==> config.mk <==
export PLATFORM = sky130hd
export DESIGN_NAME = turn_charge_fsm
export DESIGN_NICKNAME = d
export VERILOG_FILES = /design/src/rtl/turn_charge_fsm.sv
export SDC_FILE = /design/constraint.sdc
export NUM_CORES = 1
export LEC_CHECK = 0
export CORE_MARGIN = 2
export CORE_UTILIZATION = 60
export CTS_BUF_LIST = sky130_fd_sc_hd__clkbuf_4
export DETAILED_ROUTE_END_ITERATION = 16
export PLACE_DENSITY = 0.77
export SYNTH_ARGS = -nofsm -noshare
export SYNTH_HDL_FRONTEND = slang
export SYNTH_SLANG_ARGS = --single-unit
==> constraint.sdc <==
create_clock -name clk -period 2.45 [get_ports clk]
set_input_delay 0.49 -clock clk [delete_from_list [all_inputs] [get_ports clk]]
set_output_delay 0.49 -clock clk [all_outputs]
set_load 0.005 [all_outputs]
==> src/rtl/turn_charge_fsm.sv <==
// Turn controller for one player: waits for a fresh fire-key press while the
// player owns the turn, charges a power level while the key is held, flies
// the projectile for a fixed time, then pulses turn_done. An unanswered turn
// is forfeited after an idle timeout. All outputs are registered and carry
// the decode of the state being entered.
module turn_charge_fsm #(
    parameter int unsigned THROW_TICKS        = 65_000_000,
    parameter int unsigned PWR_W              = 8,
    parameter int unsigned PWR_STEP_TICKS     = 250_000,
    parameter int unsigned IDLE_TIMEOUT_TICKS = 650_000_000
) (
    input  logic             clk,
    input  logic             rst,
    input  logic             space,
    input  logic             my_turn,
    output logic             enable_draw,
    output logic [1:0]       index,
    output logic             space_pin_tx,
    output logic             throw_enable,
    output logic [PWR_W-1:0] power,
    output logic             turn_done,
    output logic             timed_out
);

    // Counter widths: each counter only ever holds 0 .. TICKS-1.
    localparam int unsigned THROW_W = (THROW_TICKS > 1) ? $clog2(THROW_TICKS) : 1;
    localparam int unsigned STEP_W  = (PWR_STEP_TICKS > 1) ? $clog2(PWR_STEP_TICKS) : 1;
    localparam int unsigned IDLE_W  = (IDLE_TIMEOUT_TICKS > 1) ? $clog2(IDLE_TIMEOUT_TICKS) : 1;

    localparam bit TIMEOUT_EN = (IDLE_TIMEOUT_TICKS > 0);

    // Terminal values; the idle one is unused when the timeout is disabled.
    localparam logic [THROW_W-1:0] THROW_LAST = THROW_W'(THROW_TICKS - 1);
    localparam logic [STEP_W-1:0]  STEP_LAST  = STEP_W'(PWR_STEP_TICKS - 1);
    localparam logic [IDLE_W-1:0]  IDLE_LAST  =
        IDLE_W'((IDLE_TIMEOUT_TICKS > 0) ? IDLE_TIMEOUT_TICKS - 1 : 0);

    localparam logic [PWR_W-1:0] PWR_MAX = {PWR_W{1'b1}};

    typedef enum logic [1:0] {
        IDLE   = 2'd0,
        CHARGE = 2'd1,
        THROW  = 2'd2,
        DONE   = 2'd3
    } state_t;

    state_t             state_reg, state_next;
    logic               space_q_reg;
    logic [STEP_W-1:0]  step_cnt_reg, step_cnt_next;
    logic [THROW_W-1:0] throw_cnt_reg, throw_cnt_next;
    logic [IDLE_W-1:0]  idle_cnt_reg, idle_cnt_next;
    logic [PWR_W-1:0]   power_reg, power_next;

    logic               enable_draw_reg, enable_draw_next;
    logic [1:0]         index_reg, index_next;
    logic               space_pin_tx_reg, space_pin_tx_next;
    logic               throw_enable_reg, throw_enable_next;
    logic               turn_done_reg, turn_done_next;
    logic               timed_out_reg, timed_out_next;

    // A press is a rising level on the (already synchronised) fire key.
    logic press;
    assign press = space & ~space_q_reg;

    // Next state, counters, power and the output decode of the entered state.
    always_comb begin
        state_next        = state_reg;
        step_cnt_next     = '0;
        throw_cnt_next    = '0;
        idle_cnt_next     = '0;
        power_next        = power_reg;
        timed_out_next    = 1'b0;

        if (!my_turn) begin
            // Losing the turn aborts silently from any state.
            state_next = IDLE;
            power_next = '0;
        end else begin
            case (state_reg)
                IDLE: begin
                    power_next = '0;
                    if (press) begin
                        // A press beats a coincident timeout expiry.
                        state_next = CHARGE;
                    end else if (TIMEOUT_EN && (idle_cnt_reg == IDLE_LAST)) begin
                        state_next     = DONE;
                        timed_out_next = 1'b1;
                    end else if (TIMEOUT_EN) begin
                        idle_cnt_next = idle_cnt_reg + 1'b1;
                    end
                end
                CHARGE: begin
                    if (!space) begin
                        // Release freezes power and launches the throw.
                        state_next = THROW;
                    end else if (step_cnt_reg == STEP_LAST) begin
                        if (power_reg != PWR_MAX) begin
                            power_next = power_reg + 1'b1;
                        end
                    end else begin
                        step_cnt_next = step_cnt_reg + 1'b1;
                    end
                end
                THROW: begin
                    if (throw_cnt_reg == THROW_LAST) begin
                        state_next = DONE;
                    end else begin
                        throw_cnt_next = throw_cnt_reg + 1'b1;
                    end
                end
                DONE: begin
                    state_next = IDLE;
                    power_next = '0;
                end
                default: begin
                    state_next = IDLE;
                    power_next = '0;
                end
            endcase
        end

        enable_draw_next  = 1'b0;
        index_next        = 2'd0;
        space_pin_tx_next = 1'b0;
        throw_enable_next = 1'b0;
        turn_done_next    = 1'b0;
        case (state_next)
            CHARGE: begin
                enable_draw_next  = 1'b1;
                index_next        = 2'd1;
                space_pin_tx_next = 1'b1;
            end
            THROW: begin
                index_next        = 2'd2;
                throw_enable_next = 1'b1;
            end
            DONE: begin
                index_next     = 2'd2;
                turn_done_next = 1'b1;
            end
            default: begin
                index_next = 2'd0;
            end
        endcase
    end

    // State, counters, key history and registered outputs.
    always_ff @(posedge clk) begin
        if (rst) begin
            state_reg        <= IDLE;
            space_q_reg      <= 1'b0;
            step_cnt_reg     <= '0;
            throw_cnt_reg    <= '0;
            idle_cnt_reg     <= '0;
            power_reg        <= '0;
            enable_draw_reg  <= 1'b0;
            index_reg        <= 2'd0;
            space_pin_tx_reg <= 1'b0;
            throw_enable_reg <= 1'b0;
            turn_done_reg    <= 1'b0;
            timed_out_reg    <= 1'b0;
        end else begin
            state_reg        <= state_next;
            space_q_reg      <= space;
            step_cnt_reg     <= step_cnt_next;
            throw_cnt_reg    <= throw_cnt_next;
            idle_cnt_reg     <= idle_cnt_next;
            power_reg        <= power_next;
            enable_draw_reg  <= enable_draw_next;
            index_reg        <= index_next;
            space_pin_tx_reg <= space_pin_tx_next;
            throw_enable_reg <= throw_enable_next;
            turn_done_reg    <= turn_done_next;
            timed_out_reg    <= timed_out_next;
        end
    end

    assign enable_draw  = enable_draw_reg;
    assign index        = index_reg;
    assign space_pin_tx = space_pin_tx_reg;
    assign throw_enable = throw_enable_reg;
    assign power        = power_reg;
    assign turn_done    = turn_done_reg;
    assign timed_out    = timed_out_reg;

endmodule

==> results.cfg, run 1 <==
[routing]
dr.pass1.iters = 4
drt_wl_total_um = 7957
num_vias = 3276
via_per_inst = 5.639
drtIter0Drc = 126
routedWlPerCell_um = 13.70
drc = 0
postRouteAntennaNets = 0

[logic_synthesis]
ys.warnings.count = 0
dominantRegCellSynth = dfxtp_1
yosysUniqueCellTypes = 39
avgSynthCellArea_um2 = 8.711
synth-seq-cells = 90
syn_nets = 483
ys_seq_area_share_pct = 43.92
netlist_area_mm2 = 0.004103
netlist_instances = 471
postSynth.asyncResetShare_pct = 0
synth_edf_count = 0

[clock_tree]
cts_resized = 0
clk_latency_ps = 430
clockBufferDepth = 2
cts_max_level = 3
cts_root_buf = clkbuf_4
cts_sinks = 90
hold_buffers = 0
numCtsBuffers = 9
path_clk_slew_ps = 140
postCtsSetupBuffers = 0
cts_tree = yes

[status]
status = finished clean

[timing]
slew-limit-headroom_pct = 51.73
min_period_ps = 2173
finalSetupViolCount = 0
clock_skew_ps = 12.90
worst_slack_ps = 277.2
rsz0062_at_grt = false
fin_crit_sh_pct = 88.69
fin_setup_tns_ps = 0
tightest_slew_ps = 718.6
final-max-slew-violation-count = 0
hold_viol = 0
fmax_mhz = 460.2

[critical_path]
crit_arrival_ps = 2510
critPathKind = flop to flop
reg2reg_slack_ps = 280
cp_data_required_time_ps = 2780
startpoint_type = flop
critPathCaptureType = flop
cp_max_fo = 30

[pwr]
p_total_mw = 2.591
power_leakage_nw = 1.482
power.density_mw_per_mm2 = 563.3
irDropWorstVdd_v = 0.0004261

[global_route]
grt_util_all_layers_pct = 23.00
grt_pass1_vias = 3186
grt_max_degree = 31
grt_remaining_overflow = 0
grt_pass1_wl_um = 14010
antenna_found_initial = 0

[floorplanning]
ios = 19
die-area_mm2 = 0.007515
num_rows = 30
dieWidth_um = 86.69
initial_core_util_pct = 61.06
dieHeight_um = 86.69
core_region_area_mm2 = 0.006719

[hold_path]
min_path_type = flop to flop

[finish]
fin_cells = 581
layout_commonest_cell = dfxtp_1
num_antenna_cells = 0
largest_reg_flops = 30
nets = 509
areaGrowthSynthToFinish_pct = 12.11
num-fill-cells = 541
drive_above_1_share_pct = 6.786
layout_common_cells = dfxtp_1, nor2_1, nand3_1

[placement]
hpwl_um = 5510
portBuffers = 18
gp_congestion = 0.8547
preCtsSetupSlack_ps = 236.8
dpl.cell_count = 566

[run]
maxCapViolations = 0
synthesized netlist by cell type (2+ instances only):
cell	count	area share (%)
buf_4	2	0.37
nor4_2	2	0.61
dfxtp_1	90	44
nor2b_1	4	0.61
nand4_1	20	3.0
buf_2	4	0.49
o21ai_0	6	0.73
nor3b_1	4	0.73
and4_1	9	1.9
nor3_1	16	2.0
nor4_1	10	1.5
nand4b_1	2	0.43
nand2b_1	3	0.46
nand3_1	38	4.6
and3_1	16	2.4
or4b_2	2	0.49
nor4b_2	2	0.73
mux2i_1	3	0.73
inv_1	14	1.3
a21oi_1	6	0.73
nand2_1	25	2.3
ha_1	8	2.4
o211ai_1	2	0.37
o31ai_1	4	0.73
or4_1	2	0.37
nor2_1	87	8.0
xor2_1	33	7.0
or3_1	4	0.61
xnor2_1	33	7.0
nand3b_1	3	0.55
clkbuf_1	9	0.82
final cells by class:
class | count | area, µm² | area share, %
multi-input cells | 352 | 2180 | 47.39
flip-flops and latches | 90 | 1802 | 39.17
repair buffers | 30 | 282.8 | 6.148
clock inverters | 6 | 115.1 | 2.503
well taps | 80 | 100.1 | 2.176
clock buffers | 9 | 67.56 | 1.469
inverters | 14 | 52.55 | 1.143
critical path: stages, from the launching register on:
cell and delay, ps:
dfxtp_1 360, or4b_2 700, nor4_1 310, and3_1 280, nand4b_1 180, buf_12 190, nor2_1 70
path summary, 6_finish.rpt:
kind                                  startpoint              end  depth (start not counted)
worst max-delay path            idle_cnt_reg[15]  idle_cnt_reg[5]                          6
worst min-delay path             step_cnt_reg[0]  step_cnt_reg[0]                          1
worst max register to register  idle_cnt_reg[15]  idle_cnt_reg[5]                          6
worst min register to register   step_cnt_reg[0]  step_cnt_reg[0]                          1
routing by layer:
layer  vias up  global-route usage, %  share of wire [%]
met1      1534                  29.11                 48
met3         8                  3.905                3.0
met5         -                      0                  0
met4         0                  7.955                1.1
li1       1689                      -                  -
met2        45                  39.58                 48
per-stage QoR:
step	cell area (µm²)	hold WS (ps)	utilization [%]
finish	4599	478.9	68.45
global route	4599	503.2	68.45
CTS	4599	479.8	68.45
detailed placement	4417	449.0	65.74
global placement	4417	433.1	65.74
floorplan	4103	417.5	-
power breakdown:
group	internal, mW	total, mW	leakage [nW]	switching (mW)
Combinational	0.0438	0.0970	0.664	0.0532
Clock	0.516	1.02	0.0926	0.504
Sequential	1.47	1.47	0.725	0.00449
Total	2.03	2.59	1.48	0.561
cells by family (layout without fill, tap and decap cells):
family | Yosys count | count (layout) | synth area share (%)
compound gates | 25 | 25 | 4.239
xor+xnor | 66 | 66 | 14.09
fa+ha+maj | 8 | 8 | 2.440
buf+inv | 29 | 59 | 2.958
flops | 90 | 90 | 43.92
mux | 3 | 3 | 0.7320
simple gates | 250 | 250 | 31.63
(Power assumes the default switching activity.)
==> inputs of run 2 (changes only) <==
Settings changed: CAP_MARGIN set to 20, CORE_UTILIZATION 60 to 62, PLACE_DENSITY 0.77 to 0.8.
==> run 2 against run 1 <==
Final cell count down 0.52%. Register-to-register slack better by 50 ps. First-iteration DRC count up 49%. Global-route usage down 0.93 points. Cell area down 0.19%. Clock power about the same. Clock-buffer cell count unchanged. Critical path type unchanged. Critical endpoint is now power[2].
==> results.cfg, run 2 (synthesis results as in run 1) <==
[status]
status = finished clean

[critical_path]
worst-path-buf-inv = 1
critPathCaptureType = flop
slowest_stage = or3_1
critPathMaxStageDelay_ps = 390
crit_arrival_ps = 2440
startpoint_type = flop
cp_data_required_time_ps = 2760
critPathKind = flop to flop
cp_max_fo = 8
reg2reg_slack_ps = 330
cp_top_family = simple AND/OR/NAND/NOR gates
worstPathCellList = ha_1, and3_1, nand3_1, or3_1, buf_4, a21oi_1, nor3_1

[floorplanning]
num_rows = 29
die-area_mm2 = 0.007284
core_region_area_mm2 = 0.006386
initial_core_util_pct = 64.24
ios = 19
dieHeight_um = 85.35
dieWidth_um = 85.35

[timing]
fmax_mhz = 470.7
tightest_slew_ps = 753.4
finalSetupViolCount = 0
slew-limit-headroom_pct = 49.35
min_period_ps = 2125
clock_skew_ps = 12.61
rsz0062_at_grt = false
hold_viol = 0
fin_crit_sh_pct = 86.72
final-max-slew-violation-count = 0
fin_setup_tns_ps = 0

[global_route]
grt_pass1_wl_um = 13190
grt_remaining_overflow = 0
grt_util_all_layers_pct = 22.07
grt_pass1_vias = 3007
grt_max_degree = 31
antenna_found_initial = 0

[routing]
routedWlPerCell_um = 13.47
dr.pass1.iters = 5
drt_wl_total_um = 7787
via_per_inst = 5.708
postRouteAntennaNets = 0
drc = 0
drtIter0Drc = 188
num_vias = 3299

[clock_tree]
clk_latency_ps = 430
cts_tree = yes
cts_root_buf = clkbuf_4
postCtsSetupBuffers = 0
path_clk_slew_ps = 130
cts_sinks = 90
cts_max_level = 3
clockBufferDepth = 2
numCtsBuffers = 9
cts_resized = 0
hold_buffers = 0

[pwr]
power.density_mw_per_mm2 = 561.4
irDropWorstVdd_v = 0.0005313
power_leakage_nw = 1.484
p_total_mw = 2.577

[hold_path]
min_path_type = flop to flop

[placement]
gp_congestion = 0.8094
post_dp_cell_area_mm2 = 0.004405
portBuffers = 18
hpwl_um = 5519

[finish]
layout_common_cells = dfxtp_1, nor2_1, nand3_1
layout_commonest_cell = dfxtp_1
nets = 508
drive_above_1_share_pct = 6.786
num_antenna_cells = 0
largest_reg_flops = 30
areaGrowthSynthToFinish_pct = 11.89
final_area_mm2 = 0.004591

[run]
maxCapViolations = 0
[run 2: cell count changes in the layout (fill, tap and decap cells not counted), sizes merged]
cell / before / now
buf: 12 / 11
clkinv: 1 / 4
clkinvlp: 1 / 0
inv: 15 / 14
[run 2: area by class of cell]
type / instances / area, µm²
inverter: 14 / 52.55
tap: 77 / 96.34
clock inverter: 7 / 117.6
fill: 502 / 1795
clock buffer: 9 / 67.56
timing repair buffer: 29 / 275.3
sequential: 90 / 1802
multi-input combinational: 352 / 2180
[run 2: power by group]
part / switching (mW) / total [mW] / internal [mW]
Clock: 0.489 / 1.01 / 0.517
Sequential: 0.00461 / 1.47 / 1.47
Combinational: 0.0538 / 0.0976 / 0.0437
Total: 0.548 / 2.58 / 2.03
[run 2: metrics by stage]
| stage | hold slack, ps | setup WS, ps | std cells | util, % |
|---|---|---|---|---|
| 2_1_floorplan | 417.5 | 390.9 | 471 | - |
| 3_3_place_gp | 427.6 | 271.4 | 562 | 68.99 |
| 3_5_place_dp | 441.4 | 246.9 | 562 | 68.99 |
| 4_1_cts | 463.7 | 339.6 | 578 | 71.88 |
| 5_1_grt | 481.2 | 179.0 | 578 | 71.88 |
| 6_report | 461.3 | 325.5 | 578 | 71.88 |
[run 2: metal layers]
layer / GRT usage [%] / vias to the layer above / wire length [µm]
met3: 5.350 / 9 / 202
met1: 27.04 / 1556 / 3655
met2: 37.71 / 46 / 3817
met4: 7.937 / 0 / 111
li1: - / 1688 / -
met5: 0 / - / 0
[run 2: path summary, 6_finish.rpt]
| path | startpoint | end | cells past startpoint |
|---|---|---|---|
| worst max register to register | step_cnt_reg[0] | power[2] | 7 |
| worst min register to register | step_cnt_reg[0] | step_cnt_reg[0] | 1 |
| worst max-delay path | step_cnt_reg[0] | power[2] | 7 |
| worst min-delay path | step_cnt_reg[0] | step_cnt_reg[0] | 1 |
==> inputs of run 3 (changes only) <==
Settings changed: CTS_CLUSTER_SIZE set to 24.
==> results of run 3 <==
Same layout as run 2: the final DEF is identical, and so are final timing and power.
